`src/rtl/simplez_core.sv`:
```
// SIMPLEZ processor core: 8-instruction accumulator machine, multicycle sequencer
// (I0/I1/O0/O1/HALT) on a single-port synchronous memory bus with 1-cycle read latency.
module simplez_core #(
   parameter int DATAW = 12,
   parameter int ADDRW = 9,
   parameter logic [ADDRW-1:0] RESET_PC = '0
) (
   input  logic             clk,
   input  logic             rstn,
   input  logic             run,
   output logic [ADDRW-1:0] mem_addr,
   output logic             mem_rd,
   output logic             mem_wr,
   output logic [DATAW-1:0] mem_wdata,
   input  logic [DATAW-1:0] mem_rdata,
   output logic [DATAW-1:0] ac,
   output logic [ADDRW-1:0] cp,
   output logic [DATAW-1:0] ri,
   output logic             stop
);

   typedef enum logic [2:0] {
      S_I0,
      S_I1,
      S_O0,
      S_O1,
      S_HALT
   } state_t;

   localparam logic [2:0] OP_ST   = 3'd0;
   localparam logic [2:0] OP_LD   = 3'd1;
   localparam logic [2:0] OP_ADD  = 3'd2;
   localparam logic [2:0] OP_BR   = 3'd3;
   localparam logic [2:0] OP_BZ   = 3'd4;
   localparam logic [2:0] OP_CLR  = 3'd5;
   localparam logic [2:0] OP_DEC  = 3'd6;
   localparam logic [2:0] OP_HALT = 3'd7;

   state_t           state;
   logic [2:0]       fetch_op;
   logic [ADDRW-1:0] fetch_cd;
   logic [2:0]       ri_op;
   logic [ADDRW-1:0] ri_cd;

   // Decode straight from the bus during I1 so single-phase instructions finish there.
   assign fetch_op  = mem_rdata[DATAW-1 -: 3];
   assign fetch_cd  = mem_rdata[ADDRW-1:0];
   assign ri_op     = ri[DATAW-1 -: 3];
   assign ri_cd     = ri[ADDRW-1:0];
   assign mem_wdata = ac;

   // NOTE: sequential state uses non-blocking assignments only, so every register
   // samples pre-edge values regardless of statement order.
   always_ff @(posedge clk or negedge rstn) begin
      if (!rstn) begin
         state <= S_I0;
         cp    <= RESET_PC;
         ac    <= '0;
         ri    <= '0;
         stop  <= 1'b0;
      end else begin
         case (state)
            S_I0: state <= S_I1;
            S_I1: begin
               ri    <= mem_rdata;
               cp    <= cp + ADDRW'(1);
               state <= S_I0;
               case (fetch_op)
                  OP_CLR: ac <= '0;
                  OP_DEC: ac <= ac - DATAW'(1);
                  OP_BR:  cp <= fetch_cd;
                  OP_BZ:  if (ac == '0) cp <= fetch_cd;
                  OP_HALT: begin
                     state <= S_HALT;
                     stop  <= 1'b1;
                  end
                  default: state <= S_O0;
               endcase
            end
            S_O0: state <= (ri_op == OP_ST) ? S_I0 : S_O1;
            S_O1: begin
               if (ri_op == OP_LD) ac <= mem_rdata;
               else                ac <= ac + mem_rdata;
               state <= S_I0;
            end
            S_HALT: begin
               if (run) begin
                  state <= S_I0;
                  stop  <= 1'b0;
               end
            end
            default: state <= S_I0;
         endcase
      end
   end

   // NOTE: every output of this block gets a default first, so no latch is inferred.
   always_comb begin
      mem_addr = cp;
      mem_rd   = 1'b0;
      mem_wr   = 1'b0;
      case (state)
         S_I0: mem_rd = 1'b1;
         S_O0: begin
            mem_addr = ri_cd;
            if (ri_op == OP_ST) mem_wr = 1'b1;
            else                mem_rd = 1'b1;
         end
         default: ;
      endcase
      // Strobes are masked while reset is held so an interrupted store never reaches memory.
      if (!rstn) begin
         mem_rd = 1'b0;
         mem_wr = 1'b0;
      end
   end

endmodule

```
`config.mk`:
```
export PLATFORM = sky130hd
export DESIGN_NAME = simplez_core
export DESIGN_NICKNAME = d
export VERILOG_FILES = /design/src/rtl/simplez_core.sv
export SDC_FILE = /design/constraint.sdc
export NUM_CORES = 1
export LEC_CHECK = 0
export ABC_AREA = 1
export ABC_CLOCK_PERIOD_IN_PS = 2410
export CORE_ASPECT_RATIO = 1.25
export CORE_MARGIN = 5
export CORE_UTILIZATION = 51
export DETAILED_ROUTE_END_ITERATION = 12
export GPL_ROUTABILITY_DRIVEN = 0
export PLACE_DENSITY = 0.9
export SYNTH_ARGS = -nofsm -noshare
export SYNTH_HDL_FRONTEND = slang
export SYNTH_SLANG_ARGS = --single-unit
```
`constraint.sdc`:
```
create_clock -name clk -period 2.41 [get_ports clk]
set_clock_uncertainty 0.05 [all_clocks]
set_input_delay 0.482 -clock clk [delete_from_list [all_inputs] [get_ports clk]]
set_output_delay 0.482 -clock clk [all_outputs]
set_load 0.03 [all_outputs]
```
==> flow_summary.toml <==
[worst_hold_path]
hp-class = "input pin to asynchronous set/reset pin"

[cts]
cts_buffer_depth = 2
root_buffer = "clkbuf_8"
clock_latency_ns = 0.30
cts_setup_buffers = 0
path_clk_slew_ns = 0.08
cts_tree = "done"
cts_hold_buffers = 0
cts.sinks = 37
cts-htree-levels = 2
cts-buffers-inserted = 5

[finish]
utilization_pct = 66.8
syn_to_final_growth_pct = 28.8
nets = 555
post-route-cell-area_mm2 = 0.00384
n_antenna_cell = 0
final_cells = 593
drive_gt1_share_pct = 7.21

[power]
p_clk_share_pct = 9.7
p_sw_mw = 3.18
leakage_nw = 1.99
power.share.switching_pct = 53.6
worst_ir_drop_vdd_uv = 701
p_int_mw = 2.76
combPwrFrac_pct = 67.8
seqPwrFrac_pct = 22.5
cellPowerDensity_mw_per_mm2 = 1550

[detailed_routing]
route.met3.wl_um = 655
num_vias = 3319
drt-wirelength-per-cell_um = 14.8
viasPerCell = 5.60
dr.first_iter.drc_count = 257
wl_um = 8770
drt_pre_antenna_iters = 5
wl_met1_um = 3380
met2_length_um = 4340
maxUsedRoutingLayer = "met4"
drc = 0
postRouteAntennaNets = 0

[placement]
dpl.cell_count = 585
detailed_place_hpwl_um = 6780
io_buffer_count = 71
place_area_mm2 = 0.00372

[logic_synthesis]
yosysTopAreaCell = "dfrtp_1"
synthesis.nets = 485
synthArstFlopShare_pct = 100
synth_seq_area_share_pct = 31.1
synth_top_cell_area_share_pct = 31.1
syn_area_mm2 = 0.00298
synth_edf_count = 0
synth_top_flop_cell = "dfrtp_1"
syn_inst = 456
yosys_warnings = 0
synth_area_per_cell_um2 = 6.53
yosys_register_bits = 37
yosysUniqueCellTypes = 30
ys_top_cells_by_area = "dfrtp_1 31%, nand2_1 17%, inv_1 7.9%"

[setup_path]
critPathKind = "flip-flop to primary output"
cp.arrival_ns = 1.77
crit_required_ns = 1.88
critPathMaxFanout = 16
worstSetupStartpointType = "flip-flop"
end_kind = "primary output"

[die]
design.core.area_mm2 = 0.00574
die_w_um = 78.4
io_pins = 72
dieArea_mm2 = 0.00748
dieHeight_um = 95.5
rows = 31
start_util_pct = 51.9

[run]
maxCapViolations = 0

[timing]
maxSlewHeadroom_pct = 56.1
hold_viol = 0
slew_violations = 0
fin_crit_ns = 2.30
finalSetupViolations = 0
worstMarginPinSlew_ns = 0.658
fin_crit_sh_pct = 95.4
fmax_mhz = 435
rsz0062_at_grt = "no"

[grt]
grt_usage_pct = 23.8
grt_antenna_before_repair = 0
grt_max_degree = 29
grt_pass1_vias = 3161
grt_pass1_wl_um = 14300
grt-ovfl-total = 0

[status]
status = "complete, no violations"
## power by group through the flow
stage / logic [mW] / clock network, mW / registers, mW
global placement: 3.91 / 0 / 1.32
detailed placement: 4.03 / 0 / 1.33
CTS: 4.01 / 0.571 / 1.32
finish: 4.03 / 0.575 / 1.33
floorplan: 2.20 / 0 / 1.78
global route: 4.38 / 0.597 / 1.39
## final timing paths
path	cells after the start	end	slack (ns)	from
min in group clk	2	ri[8]$_DFFE_PN0P_	0.45	ri[8]$_DFFE_PN0P_
max in group asynchronous	2	ac[3]$_DFFE_PN0P_	1.64	rstn
min reg2reg	2	ri[8]$_DFFE_PN0P_	0.45	ri[8]$_DFFE_PN0P_
min	1	ac[8]$_DFFE_PN0P_	0.007	rstn
max reg2reg	10	cp[2]$_DFFE_PN0P_	0.24	ac[1]$_DFFE_PN0P_
max	6	mem_addr[1]	0.11	state[2]$_DFFE_PN0P_
## layer usage
layer	track usage (%)	vias up
li1	-	1584
met3	3.69	40
met4	12.8	0
met1	26.7	1522
met5	0	-
met2	43.2	173
## cells in the mapped netlist (all sizes together) (2+ instances only)
master / n
a21oi: 23
a31oi: 2
buf: 18
clkbuf: 4
dfrtp: 37
ha: 13
inv: 64
nand2: 139
nand3: 35
nand4: 5
nor2: 45
nor3: 2
o211ai: 3
o21ai: 38
o21bai: 2
o22ai: 3
o31ai: 2
xnor2: 2
xor2: 13
## placed cells by master (no fill, tap or decap), types with 3 or more instances in the layout
cell type and instances:
o21ai_0 38, o22ai_1 3, nand2_2 3, nor2_1 44, ha_1 13, clkbuf_8 6, dfrtp_1 36, a21oi_1 23
clkdlybuf4s50_1 59, buf_4 20, nand4_1 5, nand3_1 34, nand2_1 136, o211ai_1 3, xor2_1 13, inv_1 63
dlygate4sd2_1 5
## metrics by stage
step / hold slack [ns] / worst slack [ns] / power (mW) / TNS (ns)
6_report: 0.00652 / 0.111 / 5.94 / 0
5_1_grt: 0.0165 / 0.0247 / 6.36 / 0
4_1_cts: 0.0126 / 0.103 / 5.90 / 0
3_5_place_dp: 0.328 / -0.173 / 5.36 / -0.365
3_3_place_gp: 0.328 / -0.0876 / 5.23 / -0.189
2_1_floorplan: 0.136 / 0.285 / 3.99 / 0
## worst max-delay path, cell delays in order, from the launching register on
cell,delay [ns]
dfrtp_1,0.44
nor3_1,0.21
buf_4,0.22
inv_1,0.12
nand2_1,0.07
nand2_1,0.05
dlygate4sd2_1,0.35
## state kept, by name (all words and copies together) (netlist names)
signal	count
stop	1
state	3
cp	9
ri	12
ac	12
## area by class of cell
class	count	area, um2
clock buffers	7	86.3
clock inverters	1	30.0
fillers	495	1900
inverters	64	240
multi-input cells	333	1680
flip-flops and latches	37	927
well taps	66	82.6
repair buffers	85	790
## repair_timing
| action | 4_1_cts | 5_1_grt |
|---|---|---|
| cloned | 0 | 0 |
| endpoints found under the setup margin | 5 | 2 |
| resized for setup | 5 | 3 |
## cell families after synthesis
kind of cell    after synthesis  synth area share, %
fa+ha+maj                    14                 6.13
compound gates               75                 13.6
simple gates                229                 32.0
buf+inv                      86                 12.8
xor+xnor                     15                 4.41
flops                        37                 31.1
No activity file was read; power rests on OpenSTA's default activity.
